## src/rtl/ten_g_pkt_gen_pkg.sv

```systemverilog
// Shared types and default parameters for the 10G AXI-Stream frame generator.
package ten_g_pkt_gen_pkg;

    typedef enum logic [1:0] {
        ST_IDLE = 2'd0,
        ST_DATA = 2'd1,
        ST_IFG  = 2'd2
    } state_e;

    localparam logic [15:0] DEF_ETHERTYPE = 16'h88B5;
    localparam int unsigned DEF_MIN_LEN   = 60;
    localparam int unsigned DEF_MAX_LEN   = 1514;

    // Clamp a requested frame length into [lo, hi].
    function automatic logic [15:0] clamp_len(input logic [15:0] req,
                                              input logic [15:0] lo,
                                              input logic [15:0] hi);
        logic [15:0] res;
        res = req;
        if (req < lo) res = lo;
        if (req > hi) res = hi;
        return res;
    endfunction

endpackage

```

## src/rtl/ten_g_pkt_gen_beat.sv

```systemverilog
// Combinational beat former: builds one 64-bit beat of the generated frame
// (header fields, sequence number, incrementing payload) from the beat index.
module ten_g_pkt_gen_beat
    import ten_g_pkt_gen_pkg::*;
#(
    parameter logic [15:0] ETHERTYPE = DEF_ETHERTYPE
) (
    input  logic [12:0] beat_idx,
    input  logic [15:0] frame_len,
    input  logic [47:0] dst_mac,
    input  logic [47:0] src_mac,
    input  logic [31:0] seq_num,
    output logic [63:0] beat_data,
    output logic [7:0]  beat_keep,
    output logic        beat_last
);

    // Header byte for frame offsets 0..17, all fields MSB first.
    function automatic logic [7:0] hdr_byte(input logic [4:0]  idx,
                                            input logic [47:0] dst,
                                            input logic [47:0] src,
                                            input logic [31:0] seq);
        logic [7:0] b;
        b = 8'h00;
        case (idx)
            5'd0:  b = dst[47:40];
            5'd1:  b = dst[39:32];
            5'd2:  b = dst[31:24];
            5'd3:  b = dst[23:16];
            5'd4:  b = dst[15:8];
            5'd5:  b = dst[7:0];
            5'd6:  b = src[47:40];
            5'd7:  b = src[39:32];
            5'd8:  b = src[31:24];
            5'd9:  b = src[23:16];
            5'd10: b = src[15:8];
            5'd11: b = src[7:0];
            5'd12: b = ETHERTYPE[15:8];
            5'd13: b = ETHERTYPE[7:0];
            5'd14: b = seq[31:24];
            5'd15: b = seq[23:16];
            5'd16: b = seq[15:8];
            5'd17: b = seq[7:0];
            default: b = 8'h00;
        endcase
        return b;
    endfunction

    logic [15:0] byte_n;
    logic [7:0]  byte_v;

    // Per-lane byte selection; lanes past the frame end are masked and zeroed.
    always_comb begin
        beat_data = '0;
        beat_keep = '0;
        byte_n    = '0;
        byte_v    = '0;
        for (int unsigned i = 0; i < 8; i++) begin
            byte_n = {beat_idx, i[2:0]};
            if (byte_n < 16'd18) begin
                byte_v = hdr_byte(byte_n[4:0], dst_mac, src_mac, seq_num);
            end else begin
                byte_v = byte_n[7:0];
            end
            if (byte_n < frame_len) begin
                beat_data[8*i +: 8] = byte_v;
                beat_keep[i]        = 1'b1;
            end
        end
    end

    // Last beat once this beat reaches or passes the frame length.
    always_comb begin
        beat_last = (({beat_idx, 3'b000} + 16'd8) >= frame_len);
    end

endmodule

```

## src/rtl/ten_g_axis_pkt_gen.sv

```systemverilog
// 10G AXI-Stream test frame generator: FSM, counters and registered AXIS
// outputs. A mid-frame reset abandons the frame; the downstream MAC must be
// reset alongside (tx_axis_aresetn) so it discards the partial frame.
module ten_g_axis_pkt_gen
    import ten_g_pkt_gen_pkg::*;
#(
    parameter logic [15:0] ETHERTYPE = DEF_ETHERTYPE,
    parameter int unsigned MIN_LEN   = DEF_MIN_LEN,
    parameter int unsigned MAX_LEN   = DEF_MAX_LEN
) (
    input  logic        tx_axis_fifo_aclk,
    input  logic        reset,
    input  logic        Enable,
    input  logic [15:0] FrameLen,
    input  logic [7:0]  IfgCycles,
    input  logic [47:0] DstMac,
    input  logic [47:0] SrcMac,
    input  logic        CntClr,
    output logic [63:0] tx_axis_fifo_tdata,
    output logic [7:0]  tx_axis_fifo_tkeep,
    output logic        tx_axis_fifo_tvalid,
    output logic        tx_axis_fifo_tlast,
    input  logic        tx_axis_fifo_tready,
    output logic [31:0] TxPkg_Cnt,
    output logic        Busy
);

    state_e      state_q,   state_d;
    logic [12:0] beat_q,    beat_d;
    logic [15:0] len_q,     len_d;
    logic [47:0] dst_q,     dst_d;
    logic [47:0] src_q,     src_d;
    logic [7:0]  ifg_len_q, ifg_len_d;
    logic [7:0]  ifg_cnt_q, ifg_cnt_d;
    logic [31:0] seq_q,     seq_d;
    logic [31:0] cnt_q,     cnt_d;
    logic [63:0] tdata_q,   tdata_d;
    logic [7:0]  tkeep_q,   tkeep_d;
    logic        tlast_q,   tlast_d;
    logic        tvalid_q,  tvalid_d;
    logic        cnt_inc;

    logic [15:0] req_len;
    logic [12:0] sel_idx;
    logic [15:0] sel_len;
    logic [47:0] sel_dst;
    logic [47:0] sel_src;
    logic [63:0] nxt_data;
    logic [7:0]  nxt_keep;
    logic        nxt_last;

    // Beat former sees live inputs in IDLE (to preload beat 0 while latching)
    // and the latched frame parameters with the following beat index otherwise.
    always_comb begin
        req_len = clamp_len(FrameLen, 16'(MIN_LEN), 16'(MAX_LEN));
        if (state_q == ST_IDLE) begin
            sel_idx = '0;
            sel_len = req_len;
            sel_dst = DstMac;
            sel_src = SrcMac;
        end else begin
            sel_idx = beat_q + 13'd1;
            sel_len = len_q;
            sel_dst = dst_q;
            sel_src = src_q;
        end
    end

    ten_g_pkt_gen_beat #(
        .ETHERTYPE (ETHERTYPE)
    ) u_beat (
        .beat_idx  (sel_idx),
        .frame_len (sel_len),
        .dst_mac   (sel_dst),
        .src_mac   (sel_src),
        .seq_num   (seq_q),
        .beat_data (nxt_data),
        .beat_keep (nxt_keep),
        .beat_last (nxt_last)
    );

    // Next-state, frame latching and output register loading.
    always_comb begin
        state_d   = state_q;
        beat_d    = beat_q;
        len_d     = len_q;
        dst_d     = dst_q;
        src_d     = src_q;
        ifg_len_d = ifg_len_q;
        ifg_cnt_d = ifg_cnt_q;
        seq_d     = seq_q;
        tdata_d   = tdata_q;
        tkeep_d   = tkeep_q;
        tlast_d   = tlast_q;
        tvalid_d  = tvalid_q;
        cnt_inc   = 1'b0;
        case (state_q)
            ST_IDLE: begin
                if (Enable) begin
                    state_d   = ST_DATA;
                    len_d     = req_len;
                    dst_d     = DstMac;
                    src_d     = SrcMac;
                    ifg_len_d = IfgCycles;
                    beat_d    = '0;
                    tvalid_d  = 1'b1;
                    tdata_d   = nxt_data;
                    tkeep_d   = nxt_keep;
                    tlast_d   = nxt_last;
                end
            end
            ST_DATA: begin
                if (tvalid_q && tx_axis_fifo_tready) begin
                    if (tlast_q) begin
                        cnt_inc  = 1'b1;
                        seq_d    = seq_q + 32'd1;
                        tvalid_d = 1'b0;
                        tdata_d  = '0;
                        tkeep_d  = '0;
                        tlast_d  = 1'b0;
                        if (ifg_len_q != 8'd0) begin
                            state_d   = ST_IFG;
                            ifg_cnt_d = ifg_len_q;
                        end else begin
                            state_d = ST_IDLE;
                        end
                    end else begin
                        beat_d  = beat_q + 13'd1;
                        tdata_d = nxt_data;
                        tkeep_d = nxt_keep;
                        tlast_d = nxt_last;
                    end
                end
            end
            ST_IFG: begin
                ifg_cnt_d = ifg_cnt_q - 8'd1;
                if (ifg_cnt_q <= 8'd1) begin
                    state_d = ST_IDLE;
                end
            end
            default: begin
                state_d = ST_IDLE;
            end
        endcase
    end

    // Frame counter: clear takes priority over a same-cycle increment.
    always_comb begin
        if (CntClr) begin
            cnt_d = '0;
        end else begin
            cnt_d = cnt_q + {31'd0, cnt_inc};
        end
    end

    // State and output registers with asynchronous reset.
    always_ff @(posedge tx_axis_fifo_aclk or posedge reset) begin
        if (reset) begin
            state_q   <= ST_IDLE;
            beat_q    <= '0;
            len_q     <= '0;
            dst_q     <= '0;
            src_q     <= '0;
            ifg_len_q <= '0;
            ifg_cnt_q <= '0;
            seq_q     <= '0;
            cnt_q     <= '0;
            tdata_q   <= '0;
            tkeep_q   <= '0;
            tlast_q   <= 1'b0;
            tvalid_q  <= 1'b0;
        end else begin
            state_q   <= state_d;
            beat_q    <= beat_d;
            len_q     <= len_d;
            dst_q     <= dst_d;
            src_q     <= src_d;
            ifg_len_q <= ifg_len_d;
            ifg_cnt_q <= ifg_cnt_d;
            seq_q     <= seq_d;
            cnt_q     <= cnt_d;
            tdata_q   <= tdata_d;
            tkeep_q   <= tkeep_d;
            tlast_q   <= tlast_d;
            tvalid_q  <= tvalid_d;
        end
    end

    assign tx_axis_fifo_tdata  = tdata_q;
    assign tx_axis_fifo_tkeep  = tkeep_q;
    assign tx_axis_fifo_tlast  = tlast_q;
    assign tx_axis_fifo_tvalid = tvalid_q;
    assign TxPkg_Cnt           = cnt_q;
    assign Busy                = (state_q != ST_IDLE);

endmodule

```

## config.mk

```make
export PLATFORM = sky130hd
export DESIGN_NAME = ten_g_axis_pkt_gen
export DESIGN_NICKNAME = d
export VERILOG_FILES = /design/src/rtl/ten_g_pkt_gen_pkg.sv /design/src/rtl/ten_g_pkt_gen_beat.sv /design/src/rtl/ten_g_axis_pkt_gen.sv
export SDC_FILE = /design/constraint.sdc
export NUM_CORES = 1
export LEC_CHECK = 0
export ABC_AREA = 0
export CORE_MARGIN = 2
export CORE_UTILIZATION = 45
export DETAILED_ROUTE_END_ITERATION = 16
export PLACE_DENSITY_LB_ADDON = 0.25
export SETUP_SLACK_MARGIN = 0.15
export SYNTH_ARGS = -nofsm -noshare
export SYNTH_HDL_FRONTEND = slang
export SYNTH_SLANG_ARGS = --single-unit
```

## constraint.sdc

```tcl
create_clock -name tx_axis_fifo_aclk -period 10.33 [get_ports tx_axis_fifo_aclk]
set_input_delay 1.033 -clock tx_axis_fifo_aclk [delete_from_list [all_inputs] [get_ports tx_axis_fifo_aclk]]
set_output_delay 1.033 -clock tx_axis_fifo_aclk [all_outputs]
set_load 0.02 [all_outputs]
```

==> results.toml, run 1 <==
[outcome]
outcome = "completed"

[pwr]
p_int_w = 0.003085
p_seq_share_pct = 32.0
finalPower_w = 0.005468
peakVddDrop_uv = 289.0
powerDensity_nw_per_um2 = 294.4
p_clk_share_pct = 21.4
power_frac_comb_pct = 46.6
p_leak_nw = 8.825
switching_power_w = 0.002383
swShare_pct = 43.58

[critical_path]
crit_buf_inv = 2
arrival_ps = 5300
crit_type = "reg -> reg"
path_cells = "nor2_4 > buf_4 > buf_4 > nor2_1 > ha_1 > a21o_1 > a21o_1 > a21oi_1 > nand2_1 > a21oi_2 > a311oi_2 > o31ai_1"
reg2reg_to = "tx_axis_fifo_tdata[22]"
required_ps = 10790
end_kind = "flip-flop"
crit_path_max_fanout = 84
cp_top_family = "compound AO/OA/AOI/OAI gates"
cp-start-kind = "flip-flop"
ff2ff_setup_slack_ps = 5490
ff2ff_path_depth = 12
slowest_stage = "buf_4"
setup.worst_path.start = "state_q[0]"
r2r-start = "state_q[0]"
cpPeakStageDelay_ps = 900

[yosys]
syn_area_per_cell_um2 = 8.405
netlist_instances = 1776
postSynth.asyncResetShare_pct = 100.0
synth.top_cell.area_share_pct = 47.11
synth_top_cells_by_area = "dfrtp_1 (47%), nand2_1 (18%), ha_1 (3.1%), o21ai_0 (2.5%), xnor2_1 (2.3%)"
seq_area_frac_synth_pct = 47.11
synth-edff-count = 0
synth_fp_nets = 1938
yosysWarnings = 0
synth_ff_type = "dfrtp_1"
yosysUniqueCellTypes = 79
syn-cell-area_um2 = 14930
ys_ff_latch = 281
synth_top_area_cell = "dfrtp_1"

[sta]
drv_slew = 0
tightest_slew_ps = 1186
fin_crit_ps = 4835
setup_viol = 0
final.period_utilization_pct = 46.81
hold_viol = 0
max_freq_ghz = 0.2068
fin_skew_ps = 14.52
grt_setup_unrepaired = "false"
fin_setup_tns_ps = 0
slew_headroom_pct = 20.78

[place]
globalplace.congestion = 0.8598
io_buffers = 231
postPlaceCellArea_um2 = 17480
dpl.hpwl_um = 28900

[cts]
hold_buffers = 0
cts-resized-gates = 0
cts-buffers-inserted = 31
cts_tree = "built"
post_cts_buffers = 0
clockBufferDepth = 3
clkTransAtPathRegs_ps = 60
clk-insertion-delay-late_ps = 570
clock-sinks = 281
htree_levels = 1
cts-root-buf = "clkbuf_16"

[layout]
n_antenna_cell = 0
fin_util_pct = 56.95
fillers = 2901
stdcell_area_um2 = 18580
nets = 2119
syn_to_final_growth_pct = 24.44
drive_gt1_share_pct = 5.606

[run]
drv_cap = 0

[floorplanning]
core_area_um2 = 32620
initial_utilization_pct = 45.76
io_pins = 232
die_height_um = 186.1
die_w_um = 186.1
core.rowCount = 66
die_area_um2 = 34640

[detailed_routing]
first_pass_iters = 5
drc = 0
avgRoutedWirePerCell_um = 17.98
routed_wl_um = 43560
drtIter0Drc = 1303
dr_total_vias = 13400
ant_nets = 0
viasPerCell = 5.534

[global_routing]
grt_max_degree = 140
grt_overflow = 0
grt_pass1_vias = 12820
grt_pass1_wl_um = 68740
track_usage_pct = 24.98
grt_antenna_before_repair = 2

[hold_path]
worstHoldStart = "dst_q[36]"
hold_depth = 2
hold_path_end = "dst_q[36]"
hold_class = "reg -> reg"
==> worst min-delay path, delay by kind of cell, from the launching register on <==
family	cells	cell delay, ps
AND/OR/NAND/NOR	2	110
flip-flops	1	340
==> per-layer routing <==
| metal | track usage, % | wire length [um] | up-vias |
|---|---|---|---|
| li1 | - | - | 6343 |
| met1 | 34.76 | 18510 | 6417 |
| met2 | 39.15 | 19820 | 555 |
| met3 | 5.296 | 3872 | 84 |
| met4 | 7.937 | 1330 | 4 |
| met5 | 0 | 23 | - |
==> cell families (layout without fill, tap and decap cells) <==
kind of cell | Yosys count | count (layout) | share of synthesized area, %
muxes | 16 | 16 | 1.173
xor gates and xnor gates | 80 | 80 | 4.694
buffers and inverters | 118 | 322 | 3.370
AOI/OAI and AO/OA | 277 | 277 | 12.68
DFF | 281 | 281 | 47.11
and+or+nand+nor | 967 | 967 | 27.87
adders and majority gates | 37 | 37 | 3.101
==> how the worst max path moves through the flow <==
stage | to | slack, ps | cells past startpoint
floorplan | TxPkg_Cnt[0] | 1550 | 1
global placement | tx_axis_fifo_tdata[59] | 5240 | 15
detailed placement | tx_axis_fifo_tdata[19] | 5120 | 16
CTS | tx_axis_fifo_tdata[62] | 5480 | 12
global route | tx_axis_fifo_tdata[63] | 5150 | 12
finish | tx_axis_fifo_tdata[22] | 5490 | 12
==> sequential cells by signal, summed over array words and instances, names as in the netlist <==
name                 cells
TxPkg_Cnt               32
beat_q                  13
dst_q                   48
ifg_cnt_q                8
ifg_len_q                8
len_q                   16
seq_q                   32
src_q                   48
state_q                  2
tx_axis_fifo_tdata      64
tx_axis_fifo_tkeep       8
tx_axis_fifo_tlast       1
tx_axis_fifo_tvalid      1
==> final cells by class <==
class	count	area, um2	area share [%]
clock inverter	12	147.6	0.7948
sequential	281	7032	37.86
clock buffer	44	944.7	5.086
multi-input combinational	1377	7408	39.88
tap	442	553.0	2.977
inverter	25	102.6	0.5523
timing repair buffer	241	2387	12.85
==> layout by cell type, fill, tap and decap left out, types with 9 or more instances in the layout <==
master	count
a21oi_1	63
nor2b_1	11
o21ai_0	75
and4_1	14
nor2_1	73
xor2_1	40
clkbuf_16	31
buf_4	10
and2_1	10
nor3_1	16
nand3_1	31
clkdlybuf4s50_1	231
a222oi_1	14
and3_1	21
a31oi_1	9
clkbuf_8	12
dfrtp_1	281
xnor2_1	40
nand4_1	20
inv_1	22
nand2_1	728
a21o_1	10
a221oi_1	24
ha_1	35
mux2i_1	13
o31ai_1	37
==> through the flow <==
stage,cells,worst slack [ps],hold slack (ps)
after CTS,2422,5485,476.7
after global routing,2422,5149,485.8
after detailed placement,2366,5119,461.4
after global placement,2366,5245,456.4
final,2422,5495,475.4
after floorplan,1776,1546,444.7
==> power by group through the flow <==
stage	combinational (W)	clock (W)	sequential (W)
global route	0.00282	0.00123	0.00179
detailed placement	0.00253	0	0.00176
CTS	0.00254	0.00118	0.00174
global placement	0.00247	0	0.00175
floorplan	0.00157	0	0.00181
finish	0.00255	0.00117	0.00175
==> cells in the mapped netlist (7+ instances only) <==
library cell	n
inv_1	23
a21o_1	11
a221oi_1	24
dfrtp_1	281
nor2_1	73
a222oi_1	14
o21ai_0	75
o31ai_1	37
buf_1	7
xnor2_1	40
and3_1	21
ha_1	37
buf_2	15
and2_1	11
nand4_1	20
a21oi_1	63
nor2b_1	11
nand3_1	31
and4_1	14
xor2_1	40
nand2_1	729
mux2i_1	13
nor3_1	16
a31oi_1	9
clkbuf_1	63
Note: power is estimated with default switching activity, not from simulation.
==> inputs of run 2 (changes only) <==
==> constraint.sdc (replaced) <==
create_clock -name tx_axis_fifo_aclk -period 3.9 [get_ports tx_axis_fifo_aclk]
set_input_delay 0.39 -clock tx_axis_fifo_aclk [delete_from_list [all_inputs] [get_ports tx_axis_fifo_aclk]]
set_output_delay 0.39 -clock tx_axis_fifo_aclk [all_outputs]
set_load 0.02 [all_outputs]
==> run 2 against run 1 <==
Net effect:
- core utilization up 2.2 points
- clock-buffer cell count down 3
- via count up 0.48%
- critical path depth up 3
- final cell count up 2.6%
- die area unchanged
==> results.toml, run 2 (synthesis results as in run 1) <==
[detailed_routing]
ant_nets = 0
avgRoutedWirePerCell_um = 17.73
viasPerCell = 5.418
first_pass_iters = 6
routed_wl_um = 44070
drc = 0
drtIter0Drc = 1310
dr_total_vias = 13470

[pwr]
power_frac_comb_pct = 48.4
p_clk_share_pct = 20.9
p_int_w = 0.008600
peakVddDrop_uv = 500.6
powerDensity_nw_per_um2 = 783.2
switching_power_w = 0.006505
p_leak_nw = 9.181
swShare_pct = 43.07
p_seq_share_pct = 30.7

[floorplanning]
core.rowCount = 66
initial_utilization_pct = 45.76
die_w_um = 186.1
die_area_um2 = 34640
die_height_um = 186.1
core_area_um2 = 32620
io_pins = 232

[global_routing]
grt_antenna_before_repair = 1
grt_overflow = 0
grt_pass1_wl_um = 69570
grt_pass1_vias = 12840
track_usage_pct = 25.24
grt_max_degree = 105

[critical_path]
slowest_stage = "dfrtp_1"
cp-start-kind = "flip-flop"
cpPeakStageDelay_ps = 430
arrival_ps = 4080
end_kind = "flip-flop"
required_ps = 4390
crit_path_max_fanout = 8
crit_type = "reg -> reg"
crit_buf_inv = 3
cp_top_family = "compound AO/OA/AOI/OAI gates"
path_cells = "ha_2 > and3_2 > and3_2 > xnor2_4 > nor2_4 > ha_1 > and3_1 > a221o_1 > a211o_1 > buf_4 > a21oi_2 > buf_12 > a311oi_4 > buf_4 > o31ai_1"

[sta]
fin_hold_ws_ps = 199.4
drv_slew = 0
grt_setup_unrepaired = "true"
max_freq_ghz = 0.2780
setup_viol = 0
slew_headroom_pct = 23.56
tightest_slew_ps = 1144
hold_viol = 0
fin_crit_ps = 3597
fin_skew_ps = 26.30
final.period_utilization_pct = 92.22

[layout]
final_common_cell = "nand2_1"
fin_cells = 2486
fin_util_pct = 59.13
drive_gt1_share_pct = 9.403
final_cell_mix = "nand2_1 (728), dfrtp_1 (279), clkdlybuf4s50_1 (231)"
fillers = 2787
syn_to_final_growth_pct = 29.20
largest_reg_flops = 64
nets = 2181

[cts]
clkTransAtPathRegs_ps = 60
cts-buffers-inserted = 31
clk-insertion-delay-late_ps = 590
hold_buffers = 0
clockBufferDepth = 3
cts-root-buf = "clkbuf_16"
htree_levels = 1
cts_tree = "built"
clock-sinks = 281

[outcome]
outcome = "completed"

[place]
dp.cells = 2423
globalplace.congestion = 0.8974
io_buffers = 231
dpl.hpwl_um = 30030

[run]
drv_cap = 0

[hold_path]
hold_class = "in -> async"
-- run 2: path summary, 6_finish.rpt --
check                           slack, ps  depth (start not counted)                      to    startpoint
setup / recovery                      300                         15  tx_axis_fifo_tdata[16]     beat_q[1]
hold / removal                        200                          2            TxPkg_Cnt[4]         reset
setup reg to reg                      300                         15  tx_axis_fifo_tdata[16]     beat_q[1]
hold reg to reg                       470                          2               src_q[29]     src_q[29]
max in group asynchronous            2830                          3               beat_q[6]         reset
min in group tx_axis_fifo_aclk        350                          3            ifg_len_q[6]  IfgCycles[6]
-- run 2: worst reg2reg max path: stages (launching register included) --
cell and delay [ps]:
dfrtp_1 430, ha_2 230, and3_2 260, and3_2 280
xnor2_4 220, nor2_4 60, ha_1 280, and3_1 150
a221o_1 300, a211o_1 320, buf_4 160, a21oi_2 140
buf_12 170, a311oi_4 50, buf_4 210, o31ai_1 240
-- run 2: through the flow --
| step | total power, W | setup WS (ps) | area [um2] | TNS [ps] |
|---|---|---|---|---|
| floorplan | 0.008966 | -211.3 | 14940 | -59380 |
| global placement | 0.01146 | -202.4 | 17980 | -8429 |
| detailed placement | 0.01167 | -294.1 | 17980 | -14180 |
| CTS | 0.01488 | 131.1 | 19090 | 0 |
| global route | 0.01613 | 120.8 | 19280 | 0 |
| finish | 0.01511 | 303.3 | 19290 | 0 |
-- run 2: per-layer routing --
metal | vias to the layer above | global-route usage, % | wire length, um
met5 | - | 0 | 13
met4 | 2 | 6.961 | 1178
met3 | 79 | 4.614 | 3481
met2 | 497 | 39.85 | 20150
met1 | 6427 | 35.78 | 19240
li1 | 6463 | - | -
-- run 2: cell type report --
type,instances,area [um2],area share (%)
antenna,2,5.005,0.02595
clock buffer,41,883.3,4.580
clock inverter,15,219.0,1.135
inverter,25,100.1,0.5190
multi-input combinational,1377,7551,39.15
sequential,281,7034,36.47
tap,442,553.0,2.868
timing repair buffer,303,2940,15.25
-- run 2: power by group through the flow --
stage	Clock, W	Combinational [W]	Sequential [W]
6_report	0.00316	0.00731	0.00463
2_1_floorplan	0	0.00417	0.00480
3_5_place_dp	0	0.00701	0.00466
4_1_cts	0.00322	0.00704	0.00462
3_3_place_gp	0	0.00684	0.00462
5_1_grt	0.00332	0.00808	0.00473
-- run 2: what timing repair did --
| action | 4_1_cts | 5_1_grt |
|---|---|---|
| endpoints found under the setup margin | 10 | 71 |
| setup buffers | 0 | 5 |
| pin swaps | 0 | 7 |
| gates resized for setup | 1 | 29 |
